===== src/rtl/uart_rx.sv =====
// uart_rx: 8N1 serial receiver with two-flop input synchroniser,
// mid-bit sampling and a one-entry valid/ready holding register.
// Ports:
//   clk, rst        - system clock, synchronous active-high reset
//   rx              - asynchronous serial input, idles high
//   rx_data/valid   - received byte and holding-register-full flag
//   rx_ready        - consumer takes rx_data when rx_valid && rx_ready
//   frame_err       - one-cycle pulse, stop bit sampled low
//   overrun         - one-cycle pulse, good byte dropped (register busy)
module uart_rx #(
  parameter int unsigned PERIOD = 27_000_000 / 9600,
  parameter int unsigned BITS   = 24
) (
  input  logic       clk,
  input  logic       rst,
  input  logic       rx,
  input  logic       rx_ready,
  output logic [7:0] rx_data,
  output logic       rx_valid,
  output logic       frame_err,
  output logic       overrun
);

  typedef enum logic [2:0] {
    IDLE,
    START,
    DATA,
    STOP,
    WAIT_HIGH
  } state_e;

  // START is entered the cycle after the falling edge is seen, so the
  // counter reads one less than the elapsed cycle count at mid-bit.
  localparam logic [BITS-1:0] HALF_M1 = BITS'((PERIOD >> 1) - 1);
  localparam logic [BITS-1:0] LAST    = BITS'(PERIOD - 1);

  state_e          state_q;
  logic [BITS-1:0] cnt_q;
  logic [BITS-1:0] cnt_d;
  logic [2:0]      bit_idx_q;
  logic [7:0]      sh_q;
  logic            s1_q;
  logic            rxs_q;
  logic [7:0]      data_q;
  logic            valid_q;
  logic            ferr_q;
  logic            ovr_q;

  assign cnt_d = cnt_q + BITS'(1);

  always_ff @(posedge clk) begin
    if (rst) begin
      s1_q      <= 1'b1;
      rxs_q     <= 1'b1;
      state_q   <= IDLE;
      cnt_q     <= '0;
      bit_idx_q <= '0;
      sh_q      <= '0;
      data_q    <= '0;
      valid_q   <= 1'b0;
      ferr_q    <= 1'b0;
      ovr_q     <= 1'b0;
    end else begin
      s1_q   <= rx;
      rxs_q  <= s1_q;
      ferr_q <= 1'b0;
      ovr_q  <= 1'b0;
      cnt_q  <= cnt_d;
      // Consume; a delivery below in the same cycle overrides this.
      if (valid_q && rx_ready) begin
        valid_q <= 1'b0;
      end
      unique case (state_q)
        IDLE: begin
          cnt_q <= '0;
          if (!rxs_q) begin
            state_q <= START;
          end
        end
        START: begin
          if (cnt_q == HALF_M1) begin
            cnt_q <= '0;
            if (rxs_q) begin
              state_q <= IDLE;
            end else begin
              state_q   <= DATA;
              bit_idx_q <= '0;
            end
          end
        end
        DATA: begin
          if (cnt_q == LAST) begin
            cnt_q     <= '0;
            sh_q      <= {rxs_q, sh_q[7:1]};
            bit_idx_q <= bit_idx_q + 3'd1;
            if (bit_idx_q == 3'd7) begin
              state_q <= STOP;
            end
          end
        end
        STOP: begin
          if (cnt_q == LAST) begin
            cnt_q <= '0;
            if (rxs_q) begin
              state_q <= IDLE;
              if (!valid_q || rx_ready) begin
                data_q  <= sh_q;
                valid_q <= 1'b1;
              end else begin
                ovr_q <= 1'b1;
              end
            end else begin
              ferr_q  <= 1'b1;
              state_q <= WAIT_HIGH;
            end
          end
        end
        WAIT_HIGH: begin
          // A held-low line (break) must not look like new start bits.
          cnt_q <= '0;
          if (rxs_q) begin
            state_q <= IDLE;
          end
        end
        default: begin
          cnt_q   <= '0;
          state_q <= IDLE;
        end
      endcase
    end
  end

  assign rx_data   = data_q;
  assign rx_valid  = valid_q;
  assign frame_err = ferr_q;
  assign overrun   = ovr_q;

endmodule

===== config.mk =====
export PLATFORM = sky130hd
export DESIGN_NAME = uart_rx
export DESIGN_NICKNAME = d
export VERILOG_FILES = /design/src/rtl/uart_rx.sv
export SDC_FILE = /design/constraint.sdc
export NUM_CORES = 1
export LEC_CHECK = 0
export CAP_MARGIN = 20
export CORE_MARGIN = 4
export CORE_UTILIZATION = 55
export DETAILED_ROUTE_END_ITERATION = 12
export DONT_BUFFER_PORTS = 1
export HOLD_SLACK_MARGIN = 0.12
export MAX_ROUTING_LAYER = met4
export PLACE_DENSITY_LB_ADDON = 0.2
export SYNTH_ARGS = -nofsm -noshare
export SYNTH_HDL_FRONTEND = slang
export SYNTH_SLANG_ARGS = --single-unit

===== constraint.sdc =====
create_clock -name clk -period 3.35 [get_ports clk]
set_input_delay 0.5025 -clock clk [delete_from_list [all_inputs] [get_ports clk]]
set_output_delay 0.5025 -clock clk [all_outputs]
set_load 0.01 [all_outputs]

==> results.toml, run 1 <==
[clock_network]
post_cts.repair.setup_buffers = 0
cts-buffers-inserted = 5
cts_tree = "yes"
cts.clk_slew.worst_paths_ps = 100
htree_num_levels = 2
clk_latency_ps = 310
cts_sinks = 51
holdBufCountCts = 0
cts_resized = 0
clock_path_buffers = 2
root_buffer = "clkbuf_8"

[logic_synthesis]
synth.avg_cell_area_um2 = 8.94
synth_flop_cell = "dfxtp_1"
synth_edf_count = 0
synth_mux_area_share_pct = 0
synth_cells = 276
synth_top_family_by_area = "simple AND/OR/NAND/NOR gates"
synth_seq_cells = 51
yosysTopAreaCell = "dfxtp_1"
synth_xor_xnor_area_share_pct = 4.97
syn-num-nets = 284
yosysWarnings = 0
synthArstFlopShare_pct = 0
synth-adder-area-share_pct = 2.03
yosysSeqAreaShare_pct = 41.4
synth_compound_area_share_pct = 20.0
syn_area_mm2 = 0.00247
synth_cell_type_count = 47
synth-simple-area-share_pct = 27.2
netlist_top_cells_area = "dfxtp_1 41%, a21oi_1 6.5%, nand4_1 4.8%"
yosysTopAreaCellShare_pct = 41.4

[grt]
grt_pass1_vias = 1891
grt_max_degree = 31
overflow = 0
grt_antenna_before_repair = 0
grt_use_total_pct = 20.2
grt_pass1_wl_um = 8720

[routing]
drtIter0Drc = 173
drc_errors = 0
drtPass1Iterations = 4
postRouteAntennaNets = 0
viasPerCell = 6.50
post_drt_wl_per_cell_um = 15.9
wirelength_um = 5090
vias = 2072

[floorplanning]
rows = 24
die_area_mm2 = 0.00562
core_area_mm2 = 0.00435
die_w_um = 75.0
start_util_pct = 56.6
die_y_um = 75.0
ios = 15

[flow_run]
cap_violations = 0

[pwr]
vdd_drop_max_uv = 204
p_per_area_mw_per_mm2 = 385
clkPwrFrac_pct = 36.7
power_leakage_nw = 0.755
p_int_mw = 0.764
power.net_switching_mw = 0.221
finalPower_mw = 0.985
power_frac_comb_pct = 1.2
pwr-share-seq_pct = 62.0
p_sw_share_pct = 22.4

[cells_and_area]
final_nets = 274
n_antenna_cell = 0
drive_above_1_share_pct = 8.61
fin_util_pct = 58.8
final_area_mm2 = 0.00256
fin_cells = 319
final_cell_mix = "51 x dfxtp_1, 32 x a21oi_1, 19 x nand4_1, 19 x nand3_1, 13 x o21ai_0"
area_growth_pct = 3.81
layout_commonest_cell = "dfxtp_1"

[sta]
fin_tns_setup_ps = 0
fin_ws_ps = 1220
hold_viol_final = 0
finalCriticalPeriod_ps = 2130
relSlewSlack_pct = 52.2
setup_violations = 0
hold_ws_ps = 251
rsz0062_at_grt = "false"
skew_ps = 6.40
timing.fmax_mhz = 469
min_period_over_period_pct = 63.6
drv_slew = 0
worst_pin_slew_ps = 717

[place]
dp.cells = 311
io_buffers = 0
pre_cts_ws_ps = 1220
place_area_mm2 = 0.00247
gp_congestion = 0.873
dp_hpwl_um = 3390

[critical_path]
worstSetupPathType = "reg2reg"
cp-start-kind = "flip-flop"
critPathRequiredTime_ps = 3570
cp-end-kind = "flip-flop"
cp.arrival_ps = 2350
cp_max_fo = 22

[status]
status = "completed"

[min_path]
hold_class = "in2reg"
layer usage:
metal	routed length (um)	vias up	global-route usage, %	part of all wire, %
li1	-	1039	-	-
met1	2430	989	25.9	48
met2	2420	37	31.7	47
met3	166	7	2.94	3.3
met4	76	0	8.50	1.5
met5	0	-	-	0
registers in the layout, indices dropped and copies added (netlist names):
register	cells
rx_data	8
rx_valid	1
cnt_q	24
rxs_q	1
bit_idx_q	3
state_q	3
s1_q	1
sh_q	8
overrun	1
frame_err	1
power groups by stage:
stage / Combinational (mW) / Clock [mW] / Sequential [mW]
finish: 0.0121 / 0.362 / 0.611
global route: 0.0137 / 0.393 / 0.612
CTS: 0.0122 / 0.373 / 0.611
detailed placement: 0.0122 / 0 / 0.625
global placement: 0.0119 / 0 / 0.625
floorplan: 0.0147 / 0 / 0.623
cell usage after synthesis (2+ instances only):
cell type / count
xnor2_1: 10
o211ai_1: 2
or2_2: 3
dfxtp_1: 51
and3_1: 3
nor2_1: 5
nor4_2: 2
o32ai_1: 2
clkbuf_1: 12
ha_1: 4
a21oi_1: 32
o21ai_0: 13
nand2b_1: 5
buf_2: 6
nor3b_1: 2
or3_1: 5
o22ai_1: 2
nand2_1: 8
and2_1: 2
nor2b_1: 2
or4_1: 3
nor4b_1: 2
a22oi_1: 7
inv_1: 4
buf_1: 2
and4_1: 8
xor2_1: 4
o31ai_1: 12
and4b_1: 3
nand3_1: 19
nand4_1: 19
nor3_1: 3
nor4_1: 5
critical path, stage by stage, from the launching register on:
cell	delay [ps]
dfxtp_1	420
ha_1	270
and4b_1	220
and4_1	670
nand2_1	210
o32ai_1	250
area by class of cell:
cell class,instances,area [um2]
Inverter,4,15.0
Sequential cell,51,1020
Timing Repair Buffer,4,30.0
Fill cell,398,1790
Clock buffer,5,68.8
Multi-Input combinational cell,200,1340
Clock inverter,3,23.8
Tap cell,52,65.1
final timing paths:
kind / from / to / slack, ps / cells past startpoint
max: cnt_q[0] / bit_idx_q[1] / 1220 / 5
min: rst / sh_q[7] / 250 / 1
max reg2reg: cnt_q[0] / bit_idx_q[1] / 1220 / 5
min reg2reg: s1_q / rxs_q / 420 / 1
kinds of logic after synthesis:
| family | Yosys count |
|---|---|
| flip-flops | 51 |
| buffers and inverters | 25 |
| XOR/XNOR | 14 |
| AND/OR/NAND/NOR | 103 |
| AO/OA/AOI/OAI | 79 |
| adder cells (fa/ha/maj) | 4 |
(Power assumes the default switching activity.)
==> inputs of run 2 (changes only) <==
- clock period: 3.35 -> 2.2 ns (I/O delays scaled with it)
==> results.toml, run 2 (synthesis gave the netlist of run 1 again) <==
[status]
status = "completed"

[cells_and_area]
fill_cells = 388
multi_input_area_mm2 = 0.00134
n_antenna_cell = 0
area_growth_pct = 8.37
largest_reg_flops = 24
fin_util_pct = 61.4
drive_above_1_share_pct = 9.49
final_cell_mix = "51 x dfxtp_1, 32 x a21oi_1, 19 x nand4_1, 19 x nand3_1, 13 x o21ai_0"
final_nets = 281
regMostFlops = "cnt_q"
seq_area_mm2 = 0.00102
layout_commonest_cell = "dfxtp_1"

[sta]
worst_pin_slew_ps = 773
setup_violations = 0
hold_viol_final = 0
fin_tns_setup_ps = 0
finalCriticalPeriod_ps = 1980
skew_ps = 8.02
rsz0062_at_grt = "false"
timing.fmax_mhz = 505
fin_ws_ps = 221
drv_slew = 0
relSlewSlack_pct = 48.3
min_period_over_period_pct = 90.0

[critical_path]
max_stage_delay_ps = 480
crit_end = "rx_data[6]"
critPathRequiredTime_ps = 2440
cp-end-kind = "flip-flop"
r2r_end = "rx_data[6]"
worstSetupPathType = "reg2reg"
cp.arrival_ps = 2220
regToRegSetupSlack_ps = 220
cp_slowest_cell = "and4_1"
cp-start-kind = "flip-flop"
crit_path_start = "cnt_q[0]"
rr_worst_depth = 6
cp_max_fo = 13
cp_cell_sequence = "ha_1 -> and4b_1 -> and4_1 -> buf_4 -> nand4_1 -> a21oi_1"
r2r_start = "cnt_q[0]"

[clock_network]
clock_path_buffers = 2
cts_tree = "yes"
cts_sinks = 51
cts.clk_slew.worst_paths_ps = 90
cts_resized = 0
root_buffer = "clkbuf_8"
htree_num_levels = 2
clk_latency_ps = 310
cts-buffers-inserted = 5

[routing]
vias = 2081
post_drt_wl_per_cell_um = 15.6
postRouteAntennaNets = 0
drtPass1Iterations = 4
drc_errors = 0
wirelength_um = 5070
viasPerCell = 6.38
drtIter0Drc = 189

[floorplanning]
die_w_um = 75.0
start_util_pct = 56.6
rows = 24
die_area_mm2 = 0.00562
core_area_mm2 = 0.00435
die_y_um = 75.0
ios = 15

[pwr]
p_per_area_mw_per_mm2 = 638
power_leakage_nw = 0.819
vdd_drop_max_uv = 308

[place]
pre_cts_ws_ps = 250
dp_hpwl_um = 3470
io_buffers = 0
gp_congestion = 0.844

[grt]
grt_use_total_pct = 20.4
grt_pass1_wl_um = 8630
grt_max_degree = 25
grt_pass1_vias = 1837
overflow = 0
grt_antenna_before_repair = 0

[min_path]
hold_class = "in2reg"
hold_depth = 1

[flow_run]
cap_violations = 0
==> run 2: cell count changes in the layout (fill, tap and decap cells not counted) <==
cell / change
bufinv_16: +2
buf_12: +1
buf_4: +3
inv_6: -1
clkbuf_1: +1
dlygate4sd3_1: +3
clkinvlp_4: -2
==> run 2: worst max-delay path: cells and delay by family, from the launching register on <==
| kind | cells | cell delay, ps |
|---|---|---|
| adder cells (fa/ha/maj) | 1 | 260 |
| AND/OR/NAND/NOR | 3 | 830 |
| buffers and inverters | 1 | 250 |
| AO/OA/AOI/OAI | 1 | 150 |
| flip-flops | 1 | 410 |
==> run 2: per-stage QoR <==
step                      instances  hold WS, ps  power (mW)  cell area (um2)
final                           326          134        1.71             2670
after global routing            326          126        1.78             2670
after CTS                       325          125        1.72             2660
after detailed placement        315          394       0.971             2510
after global placement          315          392       0.970             2510
after floorplan                 276          389       0.971             2470
==> run 2: worst min path at each step <==
stage               start      endpoint  slack, ps
finish                rst  bit_idx_q[2]        130
global route          rst  bit_idx_q[2]        130
CTS                   rst  bit_idx_q[1]        120
detailed placement   s1_q         rxs_q        390
global placement     s1_q         rxs_q        390
floorplan            s1_q         rxs_q        390
==> run 2: per-layer routing <==
metal  share of wire (%)  routed length [um]  up-vias  global-route usage, %
met2                  47                2380       28                   30.8
li1                    -                   -     1047                      -
met5                   0                   0        -                      -
met3                 3.5                 180        6                   4.94
met4                 1.3                  65        0                   5.93
met1                  48                2450     1000                   27.1
==> run 2: timing repair <==
action / in CTS / in global routing
hold endpoints to repair: 22 / 1
endpoints found under the setup margin: 0 / 0
hold buffers: 2 / 1
setup buffers: 0 / 0
==> run 2: layout make-up <==
cell class              count  share of cell area (%)
well taps                  52                    2.43
inverters                   4                   0.562
clock inverters             2                    2.25
multi-input cells         200                    50.0
repair buffers             11                    3.84
clock buffers               6                    2.72
flip-flops and latches     51                    38.2
==> run 2: power breakdown <==
group          internal (mW)  switching [mW]  total [mW]
Combinational         0.0134          0.0156      0.0290
Clock                  0.454           0.293       0.748
Sequential             0.925         0.00430       0.930
